`config.mk`:
```
export PLATFORM = sky130hd
export DESIGN_NAME = hazard_sched
export DESIGN_NICKNAME = d
export VERILOG_FILES = /design/src/rtl/hazard_sched_pkg.sv /design/src/rtl/hazard_slot.sv /design/src/rtl/hazard_sched.sv
export SDC_FILE = /design/constraint.sdc
export NUM_CORES = 1
export LEC_CHECK = 0
export BUFFER_PORTS_ARGS = -buffer_cell sky130_fd_sc_hd__buf_4
export CORE_ASPECT_RATIO = 0.9
export CORE_MARGIN = 3
export CORE_UTILIZATION = 45
export CTS_CLUSTER_SIZE = 25
export DETAILED_ROUTE_END_ITERATION = 7
export PLACE_DENSITY = 0.75
export SYNTH_ARGS = -nofsm -noshare
export SYNTH_HDL_FRONTEND = slang
export SYNTH_SLANG_ARGS = --single-unit
```
`constraint.sdc`:
```
create_clock -name clk -period 5 [get_ports clk]
set_input_delay 0.5 -clock clk [delete_from_list [all_inputs] [get_ports clk]]
set_output_delay 0.5 -clock clk [all_outputs]
set_load 0.1 [all_outputs]
```
`src/rtl/hazard_sched_pkg.sv`:
```
// hazard_sched_pkg: shared types and constants for the pipeline hazard scheduler.
// Forwarding select encodings, the "operand unused" Tuse marker, the scoreboard
// slot layout and the default mult/div busy lengths live here so the slot
// register, the scheduler top and the bench all agree on them.
package hazard_sched_pkg;

    // Forwarding select encodings shared by D and E operand muxes.
    localparam logic [1:0] FWD_RF = 2'd0;  // regfile / pipeline value
    localparam logic [1:0] FWD_E  = 2'd1;  // E stage result
    localparam logic [1:0] FWD_M  = 2'd2;  // M stage result
    localparam logic [1:0] FWD_W  = 2'd3;  // W stage result

    // Tuse value meaning "this operand is not read by the instruction".
    localparam logic [1:0] TUSE_NONE = 2'd3;

    // Default busy windows of the mult/div unit, in cycles after issue.
    localparam int MULT_CYC_DEF = 5;
    localparam int DIV_CYC_DEF  = 10;

    // One scoreboard entry: what the instruction in a stage writes, how long
    // until its result exists, which sources it reads, and whether it is a
    // mult/div start.
    typedef struct packed {
        logic       we;      // writes a GPR (forced 0 when a3 == 0)
        logic [4:0] a3;      // destination register
        logic [1:0] tnew;    // cycles until the result is produced
        logic [4:0] rs;      // source register rs
        logic [4:0] rt;      // source register rt
        logic       md;      // mult/multu/div/divu start
        logic       md_div;  // with md: 1 = div, 0 = mult
    } slot_t;

    localparam slot_t SLOT_EMPTY = '0;

    // Tnew counts down toward zero and stays there.
    function automatic logic [1:0] tnew_dec(input logic [1:0] t);
        logic [1:0] r;
        r = (t == 2'd0) ? 2'd0 : t - 2'd1;
        return r;
    endfunction

    // True when slot s produces a value for nonzero register r.
    function automatic logic writes_reg(input slot_t s, input logic [4:0] r);
        logic hit;
        hit = s.we && (s.a3 == r) && (r != 5'd0);
        return hit;
    endfunction

    // D operand source: youngest stage whose result is already available.
    function automatic logic [1:0] d_fwd_sel(input slot_t e, input slot_t m,
                                             input slot_t w, input logic [4:0] r);
        logic [1:0] sel;
        if (writes_reg(e, r) && (e.tnew == 2'd0)) begin
            sel = FWD_E;
        end else if (writes_reg(m, r) && (m.tnew == 2'd0)) begin
            sel = FWD_M;
        end else if (writes_reg(w, r)) begin
            sel = FWD_W;
        end else begin
            sel = FWD_RF;
        end
        return sel;
    endfunction

    // E operand source: M result if ready, else W, else the value carried in.
    function automatic logic [1:0] e_fwd_sel(input slot_t m, input slot_t w,
                                             input logic [4:0] r);
        logic [1:0] sel;
        if (writes_reg(m, r) && (m.tnew == 2'd0)) begin
            sel = FWD_M;
        end else if (writes_reg(w, r)) begin
            sel = FWD_W;
        end else begin
            sel = FWD_RF;
        end
        return sel;
    endfunction

endpackage

```
`src/rtl/hazard_slot.sv`:
```
// hazard_slot: one scoreboard slot register (E, M or W).
// Captures the entry from the previous stage each cycle, replaces it with an
// all-zero bubble when told to, and optionally saturating-decrements Tnew as
// the instruction moves one stage further down the pipe.
module hazard_slot
    import hazard_sched_pkg::*;
#(
    parameter bit DEC_TNEW = 1'b1   // 0 for the E slot: D supplies Tnew at E
) (
    input  logic  clk,
    input  logic  reset,
    input  logic  bubble,
    input  slot_t d,
    output slot_t q
);

    slot_t nxt;

    // Next entry: normalise writes to $0 away, age Tnew, or insert a bubble.
    always_comb begin
        nxt = d;
        if (d.a3 == 5'd0) begin
            nxt.we = 1'b0;
        end
        if (DEC_TNEW) begin
            nxt.tnew = tnew_dec(d.tnew);
        end
        if (bubble) begin
            nxt = SLOT_EMPTY;
        end
    end

    // Slot register; reset empties the stage.
    always_ff @(posedge clk) begin
        if (reset) begin
            q <= SLOT_EMPTY;
        end else begin
            q <= nxt;
        end
    end

endmodule

```
`src/rtl/hazard_sched.sv`:
```
// hazard_sched: hazard scheduler for the five-stage MIPS pipeline.
// Tracks destination/Tnew of the instructions in E, M and W, compares them
// with the Tuse of the instruction in D, and drives the F/D enable, D/E
// bubble, operand forwarding selects and the mult/div busy window.
// Build option: define HAZARD_FWD_EN for forwarding with Tnew-based stalls;
// without it every fwd select is 0 and any E/M write to a used source stalls.
module hazard_sched
    import hazard_sched_pkg::*;
#(
    parameter int MULT_CYC = MULT_CYC_DEF,
    parameter int DIV_CYC  = DIV_CYC_DEF
) (
    input  logic       clk,
    input  logic       reset,
    input  logic [4:0] D_rs,
    input  logic [4:0] D_rt,
    input  logic [1:0] D_Tuse_rs,
    input  logic [1:0] D_Tuse_rt,
    input  logic [4:0] D_A3,
    input  logic       D_RegWrite,
    input  logic [1:0] D_Tnew,
    input  logic       D_md_start,
    input  logic       D_md_div,
    input  logic       D_uses_md,
    output logic       stall,
    output logic       F_D_en,
    output logic       D_E_clear,
    output logic [1:0] D_fwd_rs,
    output logic [1:0] D_fwd_rt,
    output logic [1:0] E_fwd_rs,
    output logic [1:0] E_fwd_rt,
    output logic       E_md_start,
    output logic       md_busy
);

    slot_t      d_slot;
    slot_t      e_q;
    slot_t      m_q;
    slot_t      w_q;
    logic [3:0] md_cnt;
    logic       md_busy_i;
    logic       haz_rs;
    logic       haz_rt;
    logic       md_haz;
    logic       stall_i;

    // Register hazard on one D source against one in-flight slot.
    function automatic logic reg_haz(input slot_t s, input logic [4:0] r,
                                     input logic [1:0] tuse);
        logic h;
        h = 1'b0;
        if ((tuse != TUSE_NONE) && writes_reg(s, r)) begin
`ifdef HAZARD_FWD_EN
            // Forwarding covers the case where the value is ready by Tuse.
            h = (s.tnew > tuse);
`else
            // No bypass paths: only the regfile write in W can supply it.
            h = 1'b1;
`endif
        end
        return h;
    endfunction

    // Pack the D instruction into the entry it will occupy in E.
    always_comb begin
        d_slot        = SLOT_EMPTY;
        d_slot.we     = D_RegWrite;
        d_slot.a3     = D_A3;
        d_slot.tnew   = D_Tnew;
        d_slot.rs     = D_rs;
        d_slot.rt     = D_rt;
        d_slot.md     = D_md_start;
        d_slot.md_div = D_md_start & D_md_div;
    end

    // E takes D as-is (bubble when stalled); M and W age Tnew on entry.
    hazard_slot #(.DEC_TNEW(1'b0)) u_slot_e (
        .clk    (clk),
        .reset  (reset),
        .bubble (stall_i),
        .d      (d_slot),
        .q      (e_q)
    );

    hazard_slot #(.DEC_TNEW(1'b1)) u_slot_m (
        .clk    (clk),
        .reset  (reset),
        .bubble (1'b0),
        .d      (e_q),
        .q      (m_q)
    );

    hazard_slot #(.DEC_TNEW(1'b1)) u_slot_w (
        .clk    (clk),
        .reset  (reset),
        .bubble (1'b0),
        .d      (m_q),
        .q      (w_q)
    );

    // Mult/div busy counter: reload on a start in E, otherwise count down.
    always_ff @(posedge clk) begin
        if (reset) begin
            md_cnt <= 4'd0;
        end else if (e_q.md) begin
            md_cnt <= e_q.md_div ? 4'(DIV_CYC) : 4'(MULT_CYC);
        end else if (md_cnt != 4'd0) begin
            md_cnt <= md_cnt - 4'd1;
        end
    end

    // Hazard detection from the D operands and the registered slots.
    always_comb begin
        md_busy_i = (md_cnt != 4'd0);
        haz_rs    = reg_haz(e_q, D_rs, D_Tuse_rs) | reg_haz(m_q, D_rs, D_Tuse_rs);
        haz_rt    = reg_haz(e_q, D_rt, D_Tuse_rt) | reg_haz(m_q, D_rt, D_Tuse_rt);
        md_haz    = (D_uses_md | D_md_start) & (md_busy_i | e_q.md);
        stall_i   = haz_rs | haz_rt | md_haz;
    end

    // Pipeline register controls and mult/div status.
    always_comb begin
        stall      = stall_i;
        F_D_en     = ~stall_i;
        D_E_clear  = stall_i;
        E_md_start = e_q.md;
        md_busy    = md_busy_i;
    end

`ifdef HAZARD_FWD_EN
    // Forwarding selects for the D and E operand muxes.
    always_comb begin
        D_fwd_rs = d_fwd_sel(e_q, m_q, w_q, D_rs);
        D_fwd_rt = d_fwd_sel(e_q, m_q, w_q, D_rt);
        E_fwd_rs = e_fwd_sel(m_q, w_q, e_q.rs);
        E_fwd_rt = e_fwd_sel(m_q, w_q, e_q.rt);
    end
`else
    assign D_fwd_rs = FWD_RF;
    assign D_fwd_rt = FWD_RF;
    assign E_fwd_rs = FWD_RF;
    assign E_fwd_rt = FWD_RF;
`endif

    // W entry fields and E sources are only read on the forwarding build.
    logic unused_slot_bits;
    assign unused_slot_bits = ^{w_q, e_q.rs, e_q.rt};

endmodule
```
==> metrics.md <==
| Metric | Value |
|---|---|
| Min-Delay Endpoint | `u_slot_e.q[0]` |
| PnR worst setup slack | `2.38 ns` |
| PwrDens | `542 mW/mm²` |
| R2R depth | `6` |
| Post-route cell area | `0.00126 mm²` |
| Multiplexer area fraction after synthesis | `0%` |
| DRC Markers | `0` |
| Via count | `804` |
| Setup violations, final | `0` |
| DR pass1 iterations | `3` |
| Launch point of the worst reg-to-reg path | `md_cnt[0]` |
| Max cap viols | `0` |
| Reg-to-reg setup timing slack | `3.23 ns` |
| Initial Utilization | `50.3%` |
| Die Wd | `56.4 µm` |
| Cell Area, Placed | `0.00122 mm²` |
| Dominant cell type by area after synthesis | `dfxtp_1` |
| Overall Global Routing Usage | `15.4%` |
| Number of global-route vias before repair | `830` |
| Place WS | `2.42 ns` |
| Die Ht | `51.4 µm` |
| Crit path capture type | `primary output` |
| Worst Hold Launch | `D_md_div` |
| CP arrival | `2.12 ns` |
| Cell count after placement | `157` |
| Routability cong. | `0.754` |
| Clock skew | `0.00380 ns` |
| Fmax | `0.381 GHz` |
| VDD IR-drop max | `0.507 mV` |
| Setup Fix Bufs, Post-CTS | `0` |
| CP most frequent cell | `inv_1` |
| Min-Delay Path Class | `primary input to flip-flop` |
| Post-CTS sizing | `0` |
| Mean routed wirelength per cell | `12.7 µm` |
| Sequential area share after synthesis | `35.0%` |
| CP delay by family, top | `buffers and inverters` |
| Drt initial violations | `18` |
| Worst-path clk slew | `0.10 ns` |
| Worst r2r dst | `u_slot_e.q[17]` |
| CTS buffer count | `3` |
| Critical path buffers and inverters | `3` |
| Top post-synthesis cells by count | `18 x dfxtp_1, 18 x xor2_1, 9 x buf_4` |
| Max Slew Vio Count | `0` |
| DP HPWL | `1670 µm` |
| Compound-cell area share of the yosys netlist | `10.8%` |
| Clk buf depth | `2` |
| Setup TNS | `0 ns` |
| Fin cells | `161` |
| Worst-path cell chain | `inv_1 -> ha_1 -> or3b_1 -> o22ai_2 -> o221ai_4 -> inv_1 -> buf_4` |
| Syn Std Cell Area | `0.00103 mm²` |
| Synth warn | `0` |
| Post-synthesis simple-gate area fraction | `22.6%` |
| RSZ-0062 raised after global routing | `false` |
| Diode count | `0` |
| FP Rows | `15` |
| First-pass GRT wire length | `3460 µm` |
| Synth top area cells | `dfxtp_1 35%, xor2_1 15%, buf_4 6.6%` |
| CP max-delay cell | `or3b_1` |
| Share of layout cells above drive strength 1 | `28.7%` |
| Total chip power | `683 µW` |
| I/O Buffers | `29` |
| Initial antenna violation count | `0` |
| Synth Flop Type | `dfxtp_1` |
| Top cell type's share of synthesized area | `35.0%` |
| Final Hold Viols | `0` |
| Number of fill cells | `190` |
| Cell variety after synth | `29` |
| Leakage | `0.566 nW` |
| Area Growth Syn to Fin | `22.6%` |
| Worst Setup Path Type | `flip-flop to primary output` |
| Routed Antenna Nets | `0` |
| IO Count | `40` |
| EDFF count, synth | `0` |
| Std-Cell Core Area | `0.00205 mm²` |
| Largest family of logic cells by synthesized area | `simple AND/OR/NAND/NOR gates` |
| Mapped Cells | `108` |
| Sink Count | `18` |
| Register Area | `360 µm²` |
| Critical path peak fanout | `11` |
| Largest net degree at the start of global routing | `19` |
| Total wire length | `2040 µm` |
| Period utilization | `52.4%` |
| Required time of the critical path | `4.50 ns` |
| Status | `complete, no violations` |
| CTS tree | `done` |
| Final Core Density | `61.7%` |
| Worst setup SP type | `flip-flop` |
| Adder-cell share of the synthesized area | `2.43%` |
| Root buffer cell | `clkbuf_4` |
| Vias per cell | `4.99` |
| Mapped Avg Cell Area | `9.52 µm²` |
| H-Tree Depth | `1` |
| Register bit total from synthesis | `18` |
| DIE AREA | `0.00290 mm²` |
| Total grt overflow | `0` |
| Ys async rst share | `0%` |
| Multi-input logic area | `601 µm²` |
| Min Tclk post-route | `2.62 ns` |
| Xor/xnor cell area share of the yosys netlist | `19.6%` |
| Hold Crit Depth | `3` |
| Slowest stage delay, CP | `0.46 ns` |
| Hold_buf cts | `0` |
| Nets | `166` |
| Clk Latency, worst-skew pair | `0.29 ns` |
| Fin Hold WS | `0.447 ns` |
[tightest hold or removal path, delay by kind of cell]
kind          cells  cell delay [ns]
buf+inv           2             0.15
simple gates      1             0.04
[routing by layer]
layer | part of all wire, % | GRT usage [%] | vias to the layer above | wire length (µm)
met2 | 46 | 26.3 | 32 | 929
met5 | 0 | 0 | - | 0
met1 | 46 | 19.1 | 361 | 935
met4 | 0.29 | 5.93 | 0 | 6
met3 | 8.3 | 3.28 | 2 | 169
li1 | - | - | 409 | -
[area by class of cell]
cell class	count	area share (%)
inverter	4	1.19
sequential	18	28.6
clock buffer	4	2.88
timing repair buffer	29	17.3
multi-input combinational	81	47.6
tap	25	2.48
[worst max-delay path by stage]
stage	startpoint	endpoint	slack [ns]	cells past startpoint
6_report	md_cnt[0]	F_D_en	2.38	7
5_1_grt	md_cnt[0]	F_D_en	2.23	7
4_1_cts	md_cnt[0]	F_D_en	2.35	7
3_3_place_gp	D_rt[0]	D_E_clear	2.44	6
2_1_floorplan	md_cnt[0]	F_D_en	1.50	7
3_5_place_dp	D_rt[0]	stall	2.42	6
[layout by cell type (no fill, tap or decap), drive strengths merged]
| master | instances |
|---|---|
| nor4 | 4 |
| nor4b | 1 |
| nand2b | 1 |
| conb | 8 |
| or4 | 4 |
| o21ai | 3 |
| inv | 4 |
| ha | 2 |
| clkbuf | 4 |
| xor2 | 18 |
| o21a | 1 |
| nor2 | 5 |
| nand2 | 3 |
| a32oi | 2 |
| nor3b | 7 |
| dfxtp | 18 |
| nor2b | 6 |
| a21oi | 2 |
| nor3 | 2 |
| o22ai | 1 |
| a211oi | 1 |
| and2 | 2 |
| a22oi | 1 |
| xnor2 | 5 |
| o221ai | 1 |
| or3b | 1 |
| buf | 29 |
[cell families after synthesis]
| logic type | Yosys count |
|---|---|
| compound gates | 12 |
| xor+xnor | 23 |
| fa+ha+maj | 2 |
| buf+inv | 16 |
| flops | 18 |
| other cells | 1 |
| simple gates | 36 |
[flip-flops by register name, indices dropped and copies added (netlist names)]
name        count
u_slot_e.q      8
md_cnt          4
u_slot_m.q      6
[power by group]
| part | internal, mW | switching [mW] |
|---|---|---|
| sequential | 0.172 | 0.0299 |
| clock | 0.0443 | 0.0429 |
| combinational | 0.119 | 0.275 |
| total | 0.336 | 0.347 |
Power figures use the tool's default switching activity.
